[config.mk]
export PLATFORM = sky130hd
export DESIGN_NAME = flash_responder
export DESIGN_NICKNAME = d
export VERILOG_FILES = /design/src/rtl/flash_pkg.sv /design/src/rtl/req_fifo.sv /design/src/rtl/flash_responder.sv
export SDC_FILE = /design/constraint.sdc
export NUM_CORES = 1
export LEC_CHECK = 0
export BUFFER_PORTS_ARGS = -buffer_cell sky130_fd_sc_hd__buf_2
export CAP_MARGIN = 5
export CORE_ASPECT_RATIO = 2
export CORE_MARGIN = 1
export CORE_UTILIZATION = 45
export CTS_CLUSTER_DIAMETER = 200
export DETAILED_ROUTE_END_ITERATION = 10
export PLACE_DENSITY_LB_ADDON = 0.12
export SLEW_MARGIN = 15
export SYNTH_ARGS = -nofsm -noshare
export SYNTH_HDL_FRONTEND = slang
export SYNTH_SLANG_ARGS = --single-unit
export TNS_END_PERCENT = 50
[constraint.sdc]
create_clock -name clk -period 5.7 [get_ports clk]
set_clock_uncertainty 0.15 [all_clocks]
set_input_delay 1.14 -clock clk [delete_from_list [all_inputs] [get_ports clk]]
set_output_delay 1.14 -clock clk [all_outputs]
set_load 0.02 [all_outputs]
[src/rtl/flash_pkg.sv]
`default_nettype none
// ============================================================================
// Module   : flash_pkg
// Brief    : Shared widths, request record and byte-lane masking helper for
//            the flash responder.
// Revision : 1.0
// ============================================================================
package flash_pkg;

    localparam int ADDR_W = 22;
    localparam int DATA_W = 32;
    localparam int BE_W   = 4;

    typedef struct packed {
        logic [ADDR_W-1:0] address;
        logic [BE_W-1:0]   byteenable;
    } req_t;

    // Disabled byte lanes are forced to zero rather than passed through.
    function automatic logic [DATA_W-1:0] lane_mask(
        input logic [DATA_W-1:0] data,
        input logic [BE_W-1:0]   be
    );
        logic [DATA_W-1:0] r;
        r = '0;
        for (int i = 0; i < BE_W; i++) begin
            r[i*8 +: 8] = be[i] ? data[i*8 +: 8] : 8'h00;
        end
        return r;
    endfunction

endpackage
`default_nettype wire

[src/rtl/req_fifo.sv]
`default_nettype none
// ============================================================================
// Module   : req_fifo
// Brief    : Synchronous first-word-fall-through FIFO of read requests.
// Revision : 1.0
// ============================================================================
module req_fifo
    import flash_pkg::*;
#(
    parameter int DEPTH = 4
)(
    input  logic clk,
    input  logic rst,
    input  logic i_push,
    input  req_t i_data,
    input  logic i_pop,
    output req_t o_data,
    output logic o_full,
    output logic o_empty
);

    localparam int c_PTR_W = $clog2(DEPTH);

    req_t               r_mem [DEPTH];
    logic [c_PTR_W:0]   r_wptr;
    logic [c_PTR_W:0]   r_rptr;
    logic               w_do_push;
    logic               w_do_pop;

    assign w_do_push = i_push && !o_full;
    assign w_do_pop  = i_pop && !o_empty;

    always_ff @(posedge clk) begin
        if (rst) begin
            r_wptr <= '0;
            r_rptr <= '0;
        end else begin
            if (w_do_push) r_wptr <= r_wptr + 1'b1;
            if (w_do_pop)  r_rptr <= r_rptr + 1'b1;
        end
    end

    always_ff @(posedge clk) begin
        if (w_do_push) r_mem[r_wptr[c_PTR_W-1:0]] <= i_data;
    end

    // Extra pointer MSB distinguishes full from empty when the indices match.
    assign o_data  = r_mem[r_rptr[c_PTR_W-1:0]];
    assign o_empty = (r_wptr == r_rptr);
    assign o_full  = (r_wptr[c_PTR_W] != r_rptr[c_PTR_W]) &&
                     (r_wptr[c_PTR_W-1:0] == r_rptr[c_PTR_W-1:0]);

endmodule
`default_nettype wire

[src/rtl/flash_responder.sv]
`default_nettype none
// ============================================================================
// Module   : flash_responder
// Brief    : Avalon-MM read responder with wait-state insertion, request
//            buffering and a two-stage return pipeline to a backing memory.
// Revision : 1.0
// ============================================================================
module flash_responder
    import flash_pkg::*;
#(
    parameter int WAIT_CYCLES = 2,
    parameter int FIFO_DEPTH  = 4
)(
    input  logic              clk,
    input  logic              reset,
    input  logic              read,
    input  logic [ADDR_W-1:0] address,
    input  logic [BE_W-1:0]   byteenable,
    output logic              waitrequest,
    output logic [DATA_W-1:0] readdata,
    output logic              readdatavalid,
    output logic              mem_en,
    output logic [ADDR_W-1:0] mem_addr,
    input  logic [DATA_W-1:0] mem_rddata,
    output logic [15:0]       served_count,
    input  logic              issue_hold
);

    localparam int                 c_CNT_W = (WAIT_CYCLES > 0) ? $clog2(WAIT_CYCLES + 1) : 1;
    localparam logic [c_CNT_W-1:0] c_WAIT  = c_CNT_W'(WAIT_CYCLES);

    logic [c_CNT_W-1:0] r_stall_cnt;
    logic [ADDR_W-1:0]  r_mem_addr;
    logic               r_v1;
    logic [BE_W-1:0]    r_be1;
    logic               r_v2;
    logic [DATA_W-1:0]  r_rdata;
    logic [15:0]        r_served;

    logic               w_full;
    logic               w_empty;
    logic               w_accept;
    logic               w_issue;
    req_t               w_head;
    req_t               w_req_in;

    assign waitrequest = reset | w_full | (read & (r_stall_cnt != c_WAIT));
    assign w_accept    = read & ~waitrequest;
    assign w_req_in    = '{address: address, byteenable: byteenable};

    req_fifo #(
        .DEPTH   (FIFO_DEPTH)
    ) u_req_fifo (
        .clk     (clk),
        .rst     (reset),
        .i_push  (w_accept),
        .i_data  (w_req_in),
        .i_pop   (w_issue),
        .o_data  (w_head),
        .o_full  (w_full),
        .o_empty (w_empty)
    );

    // Counter holds while the FIFO is full so the wait phase is not replayed.
    always_ff @(posedge clk) begin
        if (reset || !read || w_accept) begin
            r_stall_cnt <= '0;
        end else if (!w_full && r_stall_cnt != c_WAIT) begin
            r_stall_cnt <= r_stall_cnt + 1'b1;
        end
    end

    assign w_issue  = ~w_empty & ~issue_hold & ~reset;
    assign mem_en   = w_issue;
    assign mem_addr = w_issue ? w_head.address : r_mem_addr;

    always_ff @(posedge clk) begin
        if (reset) begin
            r_mem_addr <= '0;
            r_v1       <= 1'b0;
            r_be1      <= '0;
            r_v2       <= 1'b0;
            r_rdata    <= '0;
            r_served   <= '0;
        end else begin
            r_v1 <= w_issue;
            if (w_issue) begin
                r_mem_addr <= w_head.address;
                r_be1      <= w_head.byteenable;
            end
            r_v2 <= r_v1;
            if (r_v1) r_rdata  <= lane_mask(mem_rddata, r_be1);
            if (r_v2) r_served <= r_served + 16'd1;
        end
    end

    assign readdata      = r_rdata;
    assign readdatavalid = r_v2;
    assign served_count  = r_served;

endmodule
`default_nettype wire
After elaboration in Yosys (flattened, before gate mapping)
Memories as Yosys holds them, arrays and structs flattened. A register that Yosys moved wholly into a read port is not among the register bits.
Cells that the tools add are included.
Word-level totals
  bits in registers: 84
  input port bits: 62
  bits in read-only memories: 0
  RAM bits: 104
  output and inout bits: 73
  word-level logic and storage cells: 46
  latch bits: 0
  memories: 1
Operators by class
  shifts and indexed selects: 0
  reduce and logical (&&, ||, !) cells: 9
  mux-type cells: 9
  multipliers: 0
  $lt $le $gt $ge: 0
  div/mod/pow operators: 0
  eq/ne operators: 4
  $add $sub $neg: 4
  bitwise gates (word level): 10
Memories
  u_req_fifo.r_mem: depth 4, width 26, read ports 1, clocked after Yosys merged registers in 1, wr ports 1, line req_fifo.sv:24  | req_t r_mem [DEPTH];
Operators by type and width (number)
  $mux 8: 4
  $mux 22: 1
  $add 16x1->16 const B: 1
  $add 3x1->3 const B: 2
  $and 1x1->1: 4
  $logic_and 1x1->1: 4
  $mux 2: 2
  $not 1->1: 4
  $eq 3x3->1: 1
  $logic_not 1->1: 3
  $add 2x1->2 const B: 1
  $eq 2x2->1: 1
  $logic_or 1x1->1: 2
  $mux 1: 2
  $ne 2x2->1 const B: 1
  $or 1x1->1: 2
  $ne 1x1->1: 1

Longest topological paths before layout
  depth in word-level cells: 9
  depth in mapped cells: 6
  gate-level depth less buffers: 6

By module
From an unflattened synthesis, not the netlist that was laid out.
Unflattened totals
  cells, all modules: 539
  area total of the unflattened synthesis: 7410.9 um2
Modules (own cells, without submodules)
  req_fifo: instances 1, area an instance 4320.4 um2, cells an instance 204, seq. area each 3283.1 um2
  flash_responder: instances 1, area an instance 3090.5 um2, cells an instance 335, seq. area each 1561.5 um2

Worst setup path before layout
Ideal clock, no wire load.
  kind: in2out
  from: in reset
  to: out waitrequest
  stages: 5
  path slack: 2.408 ns
  arrival: 2.002 ns
  data required time: 4.410 ns
  path buffers: 3
  cells stage by stage: clkbuf_1 clkbuf_1 buf_2 a21oi_1 nand2_1
Between the ends
  cells in the longest elaborated chain, start to end: 2
Ends and longest elaborated chain
  start, declared: line flash_responder.sv:15  | input logic reset,
  $or 1x1->1 (2 in series): line flash_responder.sv:47  | assign waitrequest = reset | w_full | (read & (r_stall_cnt != c_WAIT));
  end, declared: line flash_responder.sv:19  | output logic waitrequest,
Every way passes these cells.

Worst setup path after layout
  from: in issue_hold
  to: out mem_addr[0]
Between the ends
  cells in the longest elaborated chain, start to end: 4
Ends and longest elaborated chain
  start, declared: line flash_responder.sv:26  | input logic issue_hold
  $not 1->1: line flash_responder.sv:73  | assign w_issue = ~w_empty & ~issue_hold & ~reset;
  $and 1x1->1 (2 in series): line flash_responder.sv:73
  $mux 22
  end, declared: line flash_responder.sv:23  | output logic [ADDR_W-1:0] mem_addr,
Every way passes these cells.

==> impl_metrics.sql <==
INSERT INTO impl_metrics (metric_group, metric, value, unit) VALUES
('outcome', 'status', 'complete, no violations', ''),
('global_route', 'grt_overflow', '0', ''),
('yosys', 'ys_dominant_reg_cell', 'sky130_fd_sc_hd__edfxtp_1', ''),
('routing', 'route.antenna.remaining_nets', '0', ''),
('clocking', 'insertion_delay', '0.42', 'ns'),
('clocking', 'cts_setup_buffers', '0', ''),
('sta', 'fin_worst_hold_slack', '0.323', 'ns'),
('critical_path', 'cp.arrival', '2.58', 'ns'),
('critical_path', 'cp_max_fo', '24', ''),
('sta', 'finalHoldViolCount', '0', ''),
('clocking', 'cts.clk_slew.worst_paths', '0.07', 'ns'),
('power_and_ir_drop', 'worst_ir_drop_vdd', '0.222', 'mV'),
('yosys', 'synth.lib_cells_used.distinct', '38', ''),
('yosys', 'synth_xor_area_frac', '0.0247', ''),
('floorplanning', 'coreArea', '0.0162', 'sq mm'),
('global_route', 'grt-busiest-layer', 'met2', ''),
('floorplanning', 'die_h', '183', 'microns'),
('yosys', 'syn-cell-area', '0.00740', 'sq mm'),
('routing', 'drc', '0', ''),
('sta', 'fmaxAchievable', '258', 'MHz'),
('yosys', 'async_reset_ff_frac', '0', ''),
('yosys', 'synth_warn', '0', ''),
('final_layout', 'drive_gt1_frac', '0.284', ''),
('sta', 'max_slew.worst_pin.slew', '0.973', 'ns'),
('final_layout', 'antenna_cells_inserted', '0', ''),
('sta', 'setup_ws', '1.83', 'ns'),
('routing', 'detailedRoute.firstPassIterationCount', '4', ''),
('power_and_ir_drop', 'leakage', '3.45', 'nW'),
('yosys', 'share_of_cell_area_taken_by_muxes_after_synthesis', '0.0900', ''),
('clocking', 'cts_sink_count', '190', ''),
('critical_path', 'worstSetupPathType', 'in2out', ''),
('placed_design', 'port_buffer_count', '134', ''),
('yosys', 'post_synth_fa_ha_maj_area_fraction', '0.0118', ''),
('yosys', 'synth.area.top_cells', 'sky130_fd_sc_hd__edfxtp_1, sky130_fd_sc_hd__dfxtp_1, sky130_fd_sc_hd__mux4_2', ''),
('yosys', 'synth_largest_area_cell', 'sky130_fd_sc_hd__edfxtp_1', ''),
('clocking', 'cts-hold-fix-buffers', '0', ''),
('placed_design', 'place_congestion', '0.749', ''),
('flow_run', 'cap_viol_max_count', '0', ''),
('floorplanning', 'ios', '135', ''),
('clocking', 'cts.htree.levels', '4', ''),
('final_layout', 'area_growth', '18.9', '%'),
('final_layout', 'final_cell_count_no_fill', '926', ''),
('critical_path', 'worstSetupStartpointType', 'primary input', ''),
('yosys', 'post_synth.cell_area_avg', '12.8', 'sq um'),
('critical_path', 'worst_path_dominant_cell_family', 'buffers and inverters', ''),
('yosys', 'synth_edf_count', '104', ''),
('sta', 'final_max_tran_viols', '0', ''),
('global_route', 'grt_antenna_before_repair', '0', ''),
('floorplanning', 'starting_density_of_the_core', '0.457', ''),
('global_route', 'use_met2', '0.357', ''),
('critical_path', 'timing.critical_path.cells', 'buf_2 -> nor2_1 -> o31ai_4 -> buf_4 -> inv_2 -> nand2_1 -> nand2_1 -> buf_2', ''),
('sta', 'finalCritPeriodShare', '0.679', ''),
('routing', 'drt_wl_total', '15100', 'microns'),
('global_route', 'grt_use_total', '0.187', ''),
('yosys', 'synth_seq_cells', '190', ''),
('clocking', 'cts_root_buf', 'sky130_fd_sc_hd__clkbuf_16', ''),
('floorplanning', 'floorplan.die.width', '92.7', 'microns'),
('sta', 'finalCriticalPeriod', '3.87', 'ns'),
('final_layout', 'layout.cell_area.non_filler', '0.00880', 'sq mm'),
('placed_design', 'hpwl', '10200', 'microns'),
('routing', 'drt_iter0_markers', '171', ''),
('yosys', 'syn-instance-count', '580', ''),
('critical_path', 'cp_num_buf_inv', '4', ''),
('global_route', 'grt_first_pass_wirelength', '23900', 'microns'),
('worst_hold_path', 'hold_path.class', 'reg2reg', ''),
('routing', 'via_count', '4752', ''),
('global_route', 'met1_usage', '0.196', ''),
('placed_design', 'dp_worst_setup_slack', '1.77', 'ns'),
('power_and_ir_drop', 'power_density', '301', 'mW/mm^2'),
('clocking', 'cts_made_buffers', '17', ''),
('global_route', 'grt_start_max_net_pins', '85', '');
routing by layer:
metal	up-vias	share of wire
li1	2283	-
met1	2320	0.39
met2	131	0.55
met3	18	0.044
met4	0	0.017
met5	-	0
where the power goes:
group	internal, W	switching, W	leakage (nW)
sequential	0.00145	0.00000551	1.63
combinational	0.0000304	0.0000390	1.56
clock	0.000610	0.000515	0.261
sequential cells by signal, summed over array words and instances (netlist names), named ones only:
signal	count
readdata	32
r_be1	4
u_req_fifo.r_wptr	3
readdatavalid	1
u_req_fifo.r_mem	104
r_stall_cnt	2
served_count	16
r_v1	1
r_mem_addr	22
u_req_fifo.r_rptr	3
cell families (layout without fill, tap and decap cells):
group | after synthesis | after routing
compound gates | 68 | 68
simple gates | 219 | 219
buf+inv | 42 | 184
mux | 34 | 34
xor+xnor | 20 | 20
flops | 190 | 190
fa+ha+maj | 7 | 7
placed cells by master (no fill, tap or decap), drive strengths merged, types with 6 or more instances in the layout:
master / n
clkbuf: 18
nand3: 7
nor2: 60
inv: 16
o21ai: 24
and2: 8
mux2i: 8
edfxtp: 104
a21oi: 37
nand2: 72
mux4: 26
buf: 141
xor2: 6
ha: 7
nand2b: 23
dfxtp: 86
nor2b: 33
xnor2: 14
synth_stat cells, types with 5 or more instances:
cell type / instances
sky130_fd_sc_hd__dfxtp_1: 86
sky130_fd_sc_hd__buf_2: 8
sky130_fd_sc_hd__nor3_1: 5
sky130_fd_sc_hd__o21ai_0: 21
sky130_fd_sc_hd__ha_1: 7
sky130_fd_sc_hd__mux4_2: 26
sky130_fd_sc_hd__nand2b_1: 23
sky130_fd_sc_hd__xor2_1: 5
sky130_fd_sc_hd__a21oi_1: 36
sky130_fd_sc_hd__nand3_1: 7
sky130_fd_sc_hd__and2_1: 8
sky130_fd_sc_hd__inv_1: 10
sky130_fd_sc_hd__mux2i_1: 8
sky130_fd_sc_hd__clkbuf_1: 18
sky130_fd_sc_hd__edfxtp_1: 104
sky130_fd_sc_hd__nor2b_1: 33
sky130_fd_sc_hd__nand2_1: 72
sky130_fd_sc_hd__xnor2_1: 14
sky130_fd_sc_hd__nor2_1: 60
area by class of cell:
cell class	instances	area (sq um)
multi-input cells	348	2370
fillers	1430	7390
clock inverters	14	134
well taps	204	255
repair buffers	141	723
clock buffers	18	429
flip-flops and latches	190	4850
inverters	11	41.3
worst paths after layout:
kind                         from                endpoint  slack (ns)  cells past startpoint
max                    issue_hold             mem_addr[0]        1.83                      8
min                 r_mem_addr[6]           r_mem_addr[6]        0.32                      2
max reg2reg  u_req_fifo.r_wptr[0]  u_req_fifo.r_mem[1][7]        3.10                      4
min reg2reg         r_mem_addr[6]           r_mem_addr[6]        0.32                      2
through the flow:
stage                     total power [W]  utilization
after global routing              0.00273        0.544
after detailed placement          0.00155        0.509
after floorplan                   0.00151            -
final                             0.00265        0.544
after CTS                         0.00267        0.543
after global placement            0.00155        0.509
worst reg2reg max path: cells and delay by family (launching register included):
kind                      cells  cell delay [ns]
AOI/OAI and AO/OA             1             0.47
xor gates and xnor gates      1             0.21
buffers and inverters         1             0.39
DFF                           1             0.50
and+or+nand+nor               1             0.57
(Power assumes the default switching activity.)
